<file path="src/rtl/uart_tx_pkg.sv">
// uart_tx_pkg
//   Shared types and constants for the UART TX arbiter slice.
//   owner_t     : current lock holder (NONE=0, KBD=1, RPT=2)
//   arb_state_t : arbiter FSM states
//   TIMEOUT_CYC_DEF : default stall limit before a lock is forcibly released
//   cnt_width() : stall-counter width, never narrower than 17 bits
package uart_tx_pkg;

  typedef enum logic [1:0] {
    NONE = 2'd0,
    KBD  = 2'd1,
    RPT  = 2'd2
  } owner_t;

  typedef enum logic [1:0] {
    IDLE  = 2'd0,
    GRANT = 2'd1,
    GAP   = 2'd2
  } arb_state_t;

  localparam int unsigned TIMEOUT_CYC_DEF = 100000;

  function automatic int unsigned cnt_width(input int unsigned limit);
    int unsigned w;
    w = $clog2(limit + 1);
    return (w > 17) ? w : 17;
  endfunction

endpackage

</file>
<file path="src/rtl/uart_cts_sync.sv">
// uart_cts_sync
//   Two-flop synchronizer for the active-low UART clear-to-send input.
//   Both flops reset to 1 so the transmitter starts out blocked.
//   i_clk   : sampling clock
//   i_rst_n : synchronous reset, active-low
//   i_async : asynchronous cts_n from the UART pin
//   o_sync  : cts_n resynchronized to i_clk
module uart_cts_sync (
  input  logic i_clk,
  input  logic i_rst_n,
  input  logic i_async,
  output logic o_sync
);

  logic r_meta;
  logic r_sync;

  always_ff @(posedge i_clk) begin
    if (!i_rst_n) begin
      r_meta <= 1'b1;
      r_sync <= 1'b1;
    end else begin
      r_meta <= i_async;
      r_sync <= r_meta;
    end
  end

  assign o_sync = r_sync;

endmodule

</file>
<file path="src/rtl/uart_tx_arbiter.sv">
// uart_tx_arbiter
//   Packet-level arbiter sharing one UART transmitter between a keyboard
//   byte stream and a terminal-report byte stream. A requester keeps the
//   lock until the byte flagged last is accepted, so packets never
//   interleave. Ties in IDLE go to the requester not served last. A lock
//   whose owner stops offering bytes mid-packet is dropped after
//   TIMEOUT_CYC idle cycles.
//
//   Optional feature: define UART_TX_CTS_EN to add the cts_n port, which is
//   synchronized and gates new acceptances. Without it, CTS is always OK.
//
//   Ports
//     clk100M   in   sole clock
//     rst_n     in   synchronous reset, active-low
//     kbd_data  in   keyboard byte;       kbd_last ends packet
//     kbd_valid in   keyboard byte offered; kbd_ready out: accepted this cycle
//     rpt_data  in   report byte;         rpt_last ends packet
//     rpt_valid in   report byte offered; rpt_ready out: accepted this cycle
//     tx_data   out  byte to UART transmitter (held between launches)
//     tx_start  out  one-cycle launch pulse
//     tx_busy   in   transmitter busy, high from cycle after tx_start
//     owner     out  current lock: 0 none, 1 kbd, 2 rpt
//     timeout   out  one-cycle pulse on forced release
//     cts_n     in   clear-to-send, active-low (UART_TX_CTS_EN only)
module uart_tx_arbiter
  import uart_tx_pkg::*;
#(
  parameter int unsigned TIMEOUT_CYC = TIMEOUT_CYC_DEF
) (
  input  logic       clk100M,
  input  logic       rst_n,
  input  logic [7:0] kbd_data,
  input  logic       kbd_last,
  input  logic       kbd_valid,
  output logic       kbd_ready,
  input  logic [7:0] rpt_data,
  input  logic       rpt_last,
  input  logic       rpt_valid,
  output logic       rpt_ready,
  output logic [7:0] tx_data,
  output logic       tx_start,
  input  logic       tx_busy,
  output logic [1:0] owner,
  output logic       timeout
`ifdef UART_TX_CTS_EN
  ,
  input  logic       cts_n
`endif
);

  localparam int unsigned       CNT_W   = cnt_width(TIMEOUT_CYC);
  localparam logic [CNT_W-1:0]  CNT_MAX = CNT_W'(TIMEOUT_CYC - 1);

  arb_state_t       r_state;
  owner_t           r_owner;
  owner_t           r_last_served;
  logic [7:0]       r_tx_data;
  logic             r_tx_start;
  logic             r_timeout;
  logic             r_pkt_end;
  logic [CNT_W-1:0] r_idle_cnt;

  logic       w_cts_ok;
  logic       w_own_valid;
  logic [7:0] w_own_data;
  logic       w_own_last;
  logic       w_grant;
  logic       w_hs;

`ifdef UART_TX_CTS_EN
  logic w_cts_n_sync;

  uart_cts_sync u_cts_sync (
    .i_clk   (clk100M),
    .i_rst_n (rst_n),
    .i_async (cts_n),
    .o_sync  (w_cts_n_sync)
  );

  assign w_cts_ok = ~w_cts_n_sync;
`else
  assign w_cts_ok = 1'b1;
`endif

  // Select the lock holder's request lines.
  always_comb begin
    w_own_valid = 1'b0;
    w_own_data  = '0;
    w_own_last  = 1'b0;
    case (r_owner)
      KBD: begin
        w_own_valid = kbd_valid;
        w_own_data  = kbd_data;
        w_own_last  = kbd_last;
      end
      RPT: begin
        w_own_valid = rpt_valid;
        w_own_data  = rpt_data;
        w_own_last  = rpt_last;
      end
      default: begin
        w_own_valid = 1'b0;
        w_own_data  = '0;
        w_own_last  = 1'b0;
      end
    endcase
  end

  // Ready is gated by rst_n so no upstream handshake is seen on a reset edge.
  assign w_grant   = rst_n && (r_state == GRANT);
  assign kbd_ready = w_grant && (r_owner == KBD) && kbd_valid && !tx_busy && w_cts_ok;
  assign rpt_ready = w_grant && (r_owner == RPT) && rpt_valid && !tx_busy && w_cts_ok;
  assign w_hs      = kbd_ready || rpt_ready;

  always_ff @(posedge clk100M) begin
    if (!rst_n) begin
      r_state       <= IDLE;
      r_owner       <= NONE;
      r_last_served <= KBD;
      r_tx_data     <= '0;
      r_tx_start    <= 1'b0;
      r_timeout     <= 1'b0;
      r_pkt_end     <= 1'b0;
      r_idle_cnt    <= '0;
    end else begin
      r_tx_start <= 1'b0;
      r_timeout  <= 1'b0;
      case (r_state)
        IDLE: begin
          if (kbd_valid && rpt_valid) begin
            r_owner <= (r_last_served == KBD) ? RPT : KBD;
            r_state <= GRANT;
          end else if (kbd_valid) begin
            r_owner <= KBD;
            r_state <= GRANT;
          end else if (rpt_valid) begin
            r_owner <= RPT;
            r_state <= GRANT;
          end
        end
        GRANT: begin
          if (w_hs) begin
            r_tx_data  <= w_own_data;
            r_tx_start <= 1'b1;
            r_pkt_end  <= w_own_last;
            r_idle_cnt <= '0;
            r_state    <= GAP;
          end else if (!w_own_valid) begin
            // Only a silent owner stalls the lock; busy/CTS back-pressure does not.
            if (r_idle_cnt == CNT_MAX) begin
              r_timeout     <= 1'b1;
              r_last_served <= r_owner;
              r_owner       <= NONE;
              r_idle_cnt    <= '0;
              r_state       <= IDLE;
            end else begin
              r_idle_cnt <= r_idle_cnt + 1'b1;
            end
          end
        end
        GAP: begin
          // One dead cycle lets tx_busy rise before the next acceptance.
          if (r_pkt_end) begin
            r_last_served <= r_owner;
            r_owner       <= NONE;
            r_state       <= IDLE;
          end else begin
            r_state <= GRANT;
          end
        end
        default: begin
          r_state <= IDLE;
          r_owner <= NONE;
        end
      endcase
    end
  end

  assign tx_data  = r_tx_data;
  assign tx_start = r_tx_start;
  assign owner    = r_owner;
  assign timeout  = r_timeout;

endmodule

</file>
<file path="config.mk">
export PLATFORM = sky130hd
export DESIGN_NAME = uart_tx_arbiter
export DESIGN_NICKNAME = d
export VERILOG_FILES = /design/src/rtl/uart_tx_pkg.sv /design/src/rtl/uart_cts_sync.sv /design/src/rtl/uart_tx_arbiter.sv
export SDC_FILE = /design/constraint.sdc
export NUM_CORES = 1
export LEC_CHECK = 0
export BUFFER_PORTS_ARGS = -buffer_cell sky130_fd_sc_hd__clkbuf_2
export CORE_ASPECT_RATIO = 0.5
export CORE_MARGIN = 10
export CORE_UTILIZATION = 45
export CTS_BUF_LIST = sky130_fd_sc_hd__clkbuf_4 sky130_fd_sc_hd__clkbuf_8 sky130_fd_sc_hd__clkbuf_16
export CTS_CLUSTER_SIZE = 16
export DETAILED_ROUTE_END_ITERATION = 8
export PLACE_DENSITY = 0.76
export SKIP_LAST_GASP = 1
export SLEW_MARGIN = 20
export SYNTH_ARGS = -nofsm -noshare
export SYNTH_HDL_FRONTEND = slang
export SYNTH_SLANG_ARGS = --single-unit
</file>
<file path="constraint.sdc">
create_clock -name clk100M -period 2.4 [get_ports clk100M]
set_input_delay 0.48 -clock clk100M [delete_from_list [all_inputs] [get_ports clk100M]]
set_output_delay 0.48 -clock clk100M [all_outputs]
set_load 0.03 [all_outputs]
</file>
==> results.md, run 1 <==
- Hold path cells: 2
- Power density over cell area: 533.9 nW/um^2
- DRC errors left: 0
- Synth Area in XOR/XNOR: 3.342%
- GRT Util Overall: 13.10%
- Reg2Reg Depth: 7
- Seq pwr share: 49.9%
- Slew headroom: 68.15%
- Final period utilization: 91.48%
- Fin area: 2183 sq um
- Clock power share: 39.0%
- Crit path required time: 2.62 ns
- Status: complete, no violations
- Post-CTS resize count: 0
- Vias in the first global route: 1612
- Largest family of logic cells by synthesized area: simple AND/OR/NAND/NOR gates
- Synth cell types: 51
- Hold Crit Class: reg -> reg
- Startpoint types: register
- Seq cells post-synth: 34
- Root buf cell: clkbuf_8
- Number of nets still failing antenna checks after routing: 0
- Actual transition at the worst max-transition pin: 0.4737 ns
- RePlAce Congestion: 0.8617
- Placed wire-length estimate: 3383 um
- Vias/cell: 5.529
- Initial antenna violation count: 0
- Placed inst area: 2088 sq um
- Clk buf depth: 2
- Fin Setup TNS: 0 ns
- Placement Rows: 16
- Setup-failing EPs final: 0
- Combinational share of power: 11.1%
- Leak: 0.8259 nW
- Period minus WS final: 2.196 ns
- Die width: 110.3 um
- Post-synth ARST share: 0%
- Fillers: 375
- # clock sinks: 34
- Worst-path clk slew: 0.07 ns
- DR vias: 1703
- Adder-cell share of the synthesized area: 2.046%
- EDFF count, synth: 0
- Area of the multi-input gates: 1085 sq um
- Unrepaired setup endpoints after global routing: no
- Die Ht: 65.15 um
- Fmax achieved: 0.4554 GHz
- Post-Synth Simple-Gate Area: 33.83%
- CTS tree: yes
- Mux contribution to synthesized area: 2.251%
- Area Growth Syn to Fin: 19.03%
- Max Clock Skew: 0.006452 ns
- Crit end category: register
- H-tree Lvls: 2
- Cts bufs inserted: 5
- Switching power: 0.2987 mW
- Initial DRC Count: 85
- Flop-to-flop setup slack: 0.20 ns
- Cts hold-fix bufs: 0
- Sequential cell area fraction in the yosys report: 37.11%
- First-pass detailed-route iteration total: 4
- Internal power: 0.8670 mW
- Die ar.: 7185 sq um
- Max_cap viols: 0
- Drt total wl: 4586 um
- PortBufs: 36
- First-pass GRT wire length: 7679 um
- Switching Fraction: 25.62%
- Synth Area in Compound Gates: 17.67%
- Crit path DAT: 2.41 ns
- Starting density of the core: 46.75%
- VDD IR max: 295.2 uV
- Ys flop type: dfxtp_1
- Post-CTS Setup Bufs: 0
- # nets final: 279
- Antenna Cells: 0
- Final hold vios: 0
- Synthesized netlist cell count: 213
- Mean Syn Cell Area: 8.612 sq um
- Max-slew violations: 0
- Sequential Area: 680.7 sq um
- Setup CP Type: reg -> reg
- Latest clock arrival within the worst-skew pair: 0.29 ns
- Total gr overflow: 0
- Detailed-route wire length per cell: 14.89 um
- Layout cells sized above 1: 25.98%
- I/O pin count: 37
- Core Region: 3924 sq um
- Synth Cell Area: 1834 sq um
- Pin count of the biggest net entering global routing: 20
- Syn nets: 239
- CP Max Fanout: 9
- Yosys warning count: 0
## worst paths after layout
check             startpoint              to
setup / recovery    owner[1]  r_idle_cnt[11]
hold / removal    tx_data[0]      tx_data[0]
setup reg to reg    owner[1]  r_idle_cnt[11]
hold reg to reg   tx_data[0]      tx_data[0]
## sequential cells by signal, summed over array words and instances (netlist names)
signal,cells
r_idle_cnt,17
tx_data,8
owner,2
r_last_served,2
r_state,2
r_pkt_end,1
timeout,1
tx_start,1
## worst max-delay path, cell delays in order (launching register included)
cell and delay (ns):
dfxtp_1 0.41, inv_1 0.07, ha_1 0.26, a22oi_1 0.23
or3_1 0.34, nand2_4 0.14, or4b_1 0.52, a31oi_1 0.16
## synth_stat cells (all sizes together), types with 2 or more instances
| library cell | number | share of area (%) |
|---|---|---|
| dfxtp | 34 | 37 |
| nor2 | 26 | 5.3 |
| nand2 | 18 | 4.1 |
| nor3 | 17 | 4.9 |
| a21oi | 12 | 3.3 |
| a22oi | 10 | 4.1 |
| nand3 | 9 | 2.7 |
| clkbuf | 7 | 1.4 |
| inv | 7 | 1.4 |
| o221a | 6 | 3.7 |
| xnor2 | 6 | 2.9 |
| nand4 | 5 | 2.5 |
| and3 | 4 | 1.4 |
| a31oi | 3 | 1.8 |
| and4 | 3 | 1.4 |
| ha | 3 | 2.0 |
| mux2i | 3 | 1.6 |
| nand2b | 3 | 1.4 |
| nand3b | 3 | 1.2 |
| nor2b | 3 | 1.0 |
| nor3b | 3 | 1.2 |
| and4bb | 2 | 1.4 |
| buf | 2 | 0.68 |
| nor4b | 2 | 1.8 |
| nor4bb | 2 | 1.1 |
| o21ai | 2 | 0.55 |
| or3 | 2 | 0.68 |
## metrics by stage
step	setup slack, ns	util (%)	cells	total power, mW	hold slack (ns)
finish	0.2044	55.64	308	1.166	0.4947
global route	0.03436	55.64	308	1.214	0.5213
detailed placement	0.2560	53.22	300	0.7223	0.4802
CTS	0.2353	55.64	308	1.174	0.4978
floorplan	0.3157	-	213	0.6740	0.4421
global placement	0.3584	53.22	300	0.7200	0.4727
## per-layer routing
layer  global-route usage (%)  vias up  share of wire (%)
met5                        0        -                  0
met4                    6.051        0                2.1
met3                    4.864        8                6.0
met2                    19.96       41                 46
met1                    16.11      795                 46
li1                         -      859                  -
## cells by family (layout without fill, tap and decap cells)
logic type / Yosys count / in the layout
xor+xnor: 7 / 7
fa+ha+maj: 3 / 3
buf+inv: 17 / 58
simple gates: 106 / 106
flops: 34 / 34
mux: 4 / 4
compound gates: 42 / 42
## power by group through the flow
stage               clock network (mW)  logic (mW)  registers (mW)
detailed placement                   0       0.128           0.594
floorplan                            0      0.0764           0.598
CTS                              0.464       0.128           0.581
global placement                     0       0.127           0.593
finish                           0.455       0.129           0.582
global route                     0.488       0.142           0.583
## cell type report
type | instances | area share [%]
flip-flops and latches | 34 | 31.17
multi-input cells | 162 | 49.68
inverters | 8 | 1.375
clock buffers | 7 | 4.126
well taps | 54 | 3.095
repair buffers | 42 | 10.32
clock inverters | 1 | 0.2292
## cell usage in the layout, fill, tap and decap left out, types with 2 or more instances in the layout
cell	Yosys	final
nor2_1	26	26
inv_1	7	7
clkbuf_2	0	36
nor4bb_1	2	2
clkbuf_8	0	6
nor2b_1	3	3
dfxtp_1	34	34
nand3b_1	3	3
a22oi_1	10	10
mux2i_1	3	3
nor3_1	16	16
buf_4	1	6
or3_1	2	2
xnor2_1	6	6
a31oi_1	2	2
and3_1	4	4
nand3_1	8	8
ha_1	3	3
a21oi_1	12	12
o221a_2	6	6
nand2_1	17	17
and4_1	3	3
nor3b_1	3	3
nand4_1	4	4
o21ai_0	2	2
and4bb_2	2	2
nand2b_1	2	2
No activity file was read; power rests on OpenSTA's default activity.
==> run 2: changes to the inputs <==
--- a/config.mk
+++ b/config.mk
@@ -5,6 +5,7 @@
 export SDC_FILE = /design/constraint.sdc
 export NUM_CORES = 1
 export LEC_CHECK = 0
+export ABC_AREA = 1
 export BUFFER_PORTS_ARGS = -buffer_cell sky130_fd_sc_hd__clkbuf_2
 export CORE_ASPECT_RATIO = 0.5
 export CORE_MARGIN = 10
@@ -17,4 +18,5 @@
 export SLEW_MARGIN = 20
 export SYNTH_ARGS = -nofsm -noshare
 export SYNTH_HDL_FRONTEND = slang
+export SYNTH_HIERARCHICAL = 1
 export SYNTH_SLANG_ARGS = --single-unit
==> run 2 against run 1 <==
Effect of this change:
- critical path depth is 2 lower
- combinational power grew 84%
- fmax rose by 6.1%
- critical endpoint is now kbd_ready
- count of clock-buffer cells in the layout shrank 1
- clock skew decreased by 0.0030 ns
- via count rose by 6.3%
- synthesized cell count grew 26%
- final cell count up 17%
- register-to-register slack improved by 0.32 ns
- cell area up 2.9%
- global-route usage down 0.62 points
==> results.md, run 2 <==
- Ys flop type: dfxtp_1 (unchanged)
- Critical path buffer and inverter count: 2 (was 1)
- CP max stage delay: 0.38 ns (was 0.52 ns)
- Vias in the first global route: 1760 (was 1612)
- Post-CTS resize count: 0 (unchanged)
- VDD IR max: 326.5 uV (was 295.2 uV)
- Post-synth ARST share: 0% (unchanged)
- Placed wire-length estimate: 3605 um (was 3383 um)
- H-tree Lvls: 2 (unchanged)
- First-pass detailed-route iteration total: 4 (unchanged)
- Power density over cell area: 553.1 nW/um^2 (was 533.9 nW/um^2)
- Yosys top cell by area: dfxtp_1 (unchanged)
- Final hold vios: 0 (unchanged)
- GRT Util Overall: 12.47% (was 13.10%)
- Period minus WS final: 2.070 ns (was 2.196 ns)
- Area Growth Syn to Fin: 15.21% (was 19.03%)
- Max_cap viols: 0 (unchanged)
- Number of nets still failing antenna checks after routing: 0 (unchanged)
- CP max-delay cell: ha_1 (was or4b_1)
- Fin Setup TNS: 0 ns (unchanged)
- PortBufs: 36 (unchanged)
- Max-slew violations: 0 (unchanged)
- Worst-path clk slew: 0.07 ns (about the same)
- RePlAce Congestion: 0.8641 (was 0.8617)
- Leak: 1.061 nW (was 0.8259 nW)
- Starting density of the core: 48.21% (was 46.75%)
- Unrepaired setup endpoints after global routing: no (unchanged)
- Status: complete, no violations (unchanged)
- EDFF count, synth: 0 (unchanged)
- Setup CP Type: reg -> out (was reg -> reg)
- Top delay family on crit path: adder cells (was simple AND/OR/NAND/NOR gates)
- Vias/cell: 5.031 (was 5.529)
- Synth top area cells: dfxtp_1 (35%), nand2_1 (11%), nand3_1 (8.7%) (was dfxtp_1 (37%), nor2_1 (5.3%), nor3_1 (4.4%))
- Critical path, cell by cell: inv_1 -> ha_1 -> nand2_2 -> nor2_1 -> clkbuf_2 (was inv_1 -> ha_1 -> a22oi_1 -> or3_1 -> nand2_4 -> or4b_1 -> a31oi_1)
- Core Region: 4044 sq um (was 3924 sq um)
- Die ar.: 7524 sq um (was 7185 sq um)
- Drt total wl: 4692 um (was 4586 um)
- First-pass GRT wire length: 7955 um (was 7679 um)
- Syn nets: 295 (was 239)
- CP Max Fanout: 10 (was 9)
- Cts hold-fix bufs: 0 (unchanged)
- Setup-failing EPs final: 0 (unchanged)
- Fillers: 391 (was 375)
- Clock power share: 33.0% (was 39.0%)
- DR vias: 1811 (was 1703)
- Crit path required time: 1.92 ns (was 2.62 ns)
- Switching Fraction: 28.92% (was 25.62%)
- Cell with the most instances after synthesis: nand2_1 (was dfxtp_1)
- Initial antenna violation count: 0 (unchanged)
- Crit end category: output port (was register)
- Final period utilization: 86.24% (was 91.48%)
- DRC errors left: 0 (unchanged)
- Seq cells post-synth: 34 (unchanged)
- # clock sinks: 34 (unchanged)
- Clk buf depth: 2 (unchanged)
- Largest Register: r_idle_cnt (unchanged)
- Detailed-route wire length per cell: 13.03 um (was 14.89 um)
- Yosys top cell area share: 34.92% (was 37.11%)
- Internal power: 0.8831 mW (was 0.8670 mW)
- Placement Rows: 16 (unchanged)
- Power Total: 1.242 mW (was 1.166 mW)
- Die width: 113.1 um (was 110.3 um)
- Total gr overflow: 0 (unchanged)
- Largest register FFs: 17 (unchanged)
- Layout cells sized above 1: 25.16% (was 25.98%)
- Max Clock Skew: 0.003423 ns (was 0.006452 ns)
- Die Ht: 66.54 um (was 65.15 um)
- Combinational share of power: 19.1% (was 11.1%)
- Synthesized netlist cell count: 269 (was 213)
- Commonest non-fill, non-tap cell in the layout: nand2_1 (was clkbuf_2)
- Antenna Cells: 0 (unchanged)
- Sequential cell area fraction in the yosys report: 34.92% (was 37.11%)
- # nets final: 333 (was 279)
- I/O pin count: 37 (unchanged)
- Switching power: 0.3592 mW (was 0.2987 mW)
- Synth top cells by count: nand2_1 (56), nor2_1 (39), dfxtp_1 (34), nand3_1 (34), inv_1 (29) (was dfxtp_1 (34), nor2_1 (26), nand2_1 (17), nor3_1 (16), a21oi_1 (12))
- Mean Syn Cell Area: 7.247 sq um (was 8.612 sq um)
- Post-CTS Setup Bufs: 0 (unchanged)
- Yosys warning count: 6 (was 0)
- Synth Cell Area: 1949 sq um (was 1834 sq um)
- Crit path DAT: 1.59 ns (was 2.41 ns)
- Pin count of the biggest net entering global routing: 22 (was 20)
- Latest clock arrival within the worst-skew pair: 0.28 ns (was 0.29 ns)
- Slew headroom: 72.67% (was 68.15%)
- Most frequent cells in the layout: nand2_1 (56), nor2_1 (39), clkbuf_2 (36), nand3_1 (34), dfxtp_1 (34) (was clkbuf_2 (36), dfxtp_1 (34), nor2_1 (26), nand2_1 (17), nor3_1 (16))
- Hold Crit Class: reg -> reg (unchanged)
- Synth cell types: 32 (was 51)
- Seq pwr share: 47.8% (was 49.9%)
- Startpoint types: register (unchanged)
- Cts bufs inserted: 5 (unchanged)
- CTS tree: yes (unchanged)
- Fmax achieved: 0.4831 GHz (was 0.4554 GHz)
- Actual transition at the worst max-transition pin: 0.4099 ns (was 0.4737 ns)
- Initial DRC Count: 46 (was 85)
- Root buf cell: clkbuf_8 (unchanged)
run 2: final cells by class:
type / count / area, sq um / share of cell area, %
repair buffers: 39 / 202.7 / 9.025
well taps: 54 / 67.56 / 3.008
inverters: 32 / 122.6 / 5.460
multi-input cells: 195 / 1090 / 48.52
flip-flops and latches: 34 / 680.7 / 30.31
clock buffers: 6 / 82.58 / 3.677
run 2: power groups by stage:
| stage | logic, mW | registers [mW] | clock network [mW] |
|---|---|---|---|
| final | 0.238 | 0.594 | 0.410 |
| after global placement | 0.232 | 0.605 | 0 |
| after detailed placement | 0.238 | 0.607 | 0 |
| after floorplan | 0.177 | 0.615 | 0 |
| after global routing | 0.268 | 0.596 | 0.449 |
| after CTS | 0.239 | 0.594 | 0.426 |
run 2: path summary, 6_finish.rpt:
kind                                        from               end  slack, ns  cells after the start
worst max-delay path                    owner[1]         kbd_ready       0.33                      5
worst max register to register          owner[1]          owner[0]       0.52                     12
worst min register to register  r_last_served[0]  r_last_served[0]       0.46                      2
worst min-delay path            r_last_served[0]  r_last_served[0]       0.46                      2
run 2: logic make-up after synthesis:
group	Yosys count	share of synthesized area, %
simple gates	165	45.06
buf+inv	40	9.178
flops	34	34.92
compound gates	27	8.921
fa+ha+maj	3	1.926
run 2: per-stage QoR:
step | hold WS (ns) | instance area (sq um) | util [%] | worst slack [ns] | cells
2_1_floorplan | 0.4292 | 1949 | - | 0.5551 | 269
6_report | 0.4580 | 2246 | 55.54 | 0.3302 | 360
3_5_place_dp | 0.4443 | 2163 | 53.50 | 0.5217 | 354
5_1_grt | 0.4850 | 2246 | 55.54 | 0.1934 | 360
4_1_cts | 0.4622 | 2246 | 55.54 | 0.3003 | 360
3_3_place_gp | 0.4471 | 2163 | 53.50 | 0.6619 | 354
run 2: metal layers:
metal / vias up / routed length [um] / track usage (%)
met1: 814 / 2082 / 14.96
met4: 0 / 22 / 5.031
met3: 2 / 274 / 3.396
met5: - / 0 / 0
met2: 44 / 2313 / 20.93
li1: 951 / - / -
run 2: worst register-to-register path, cell delays in order, from the launching register on:
cell and delay (ns):
dfxtp_1 0.34, inv_1 0.08, ha_1 0.38, nand2_2 0.14, nand2_4 0.11, inv_1 0.06
nor2_2 0.14, buf_4 0.19, nor2_1 0.06, nand3_2 0.11, nand2_1 0.06, nand2_1 0.07
nor2_1 0.04
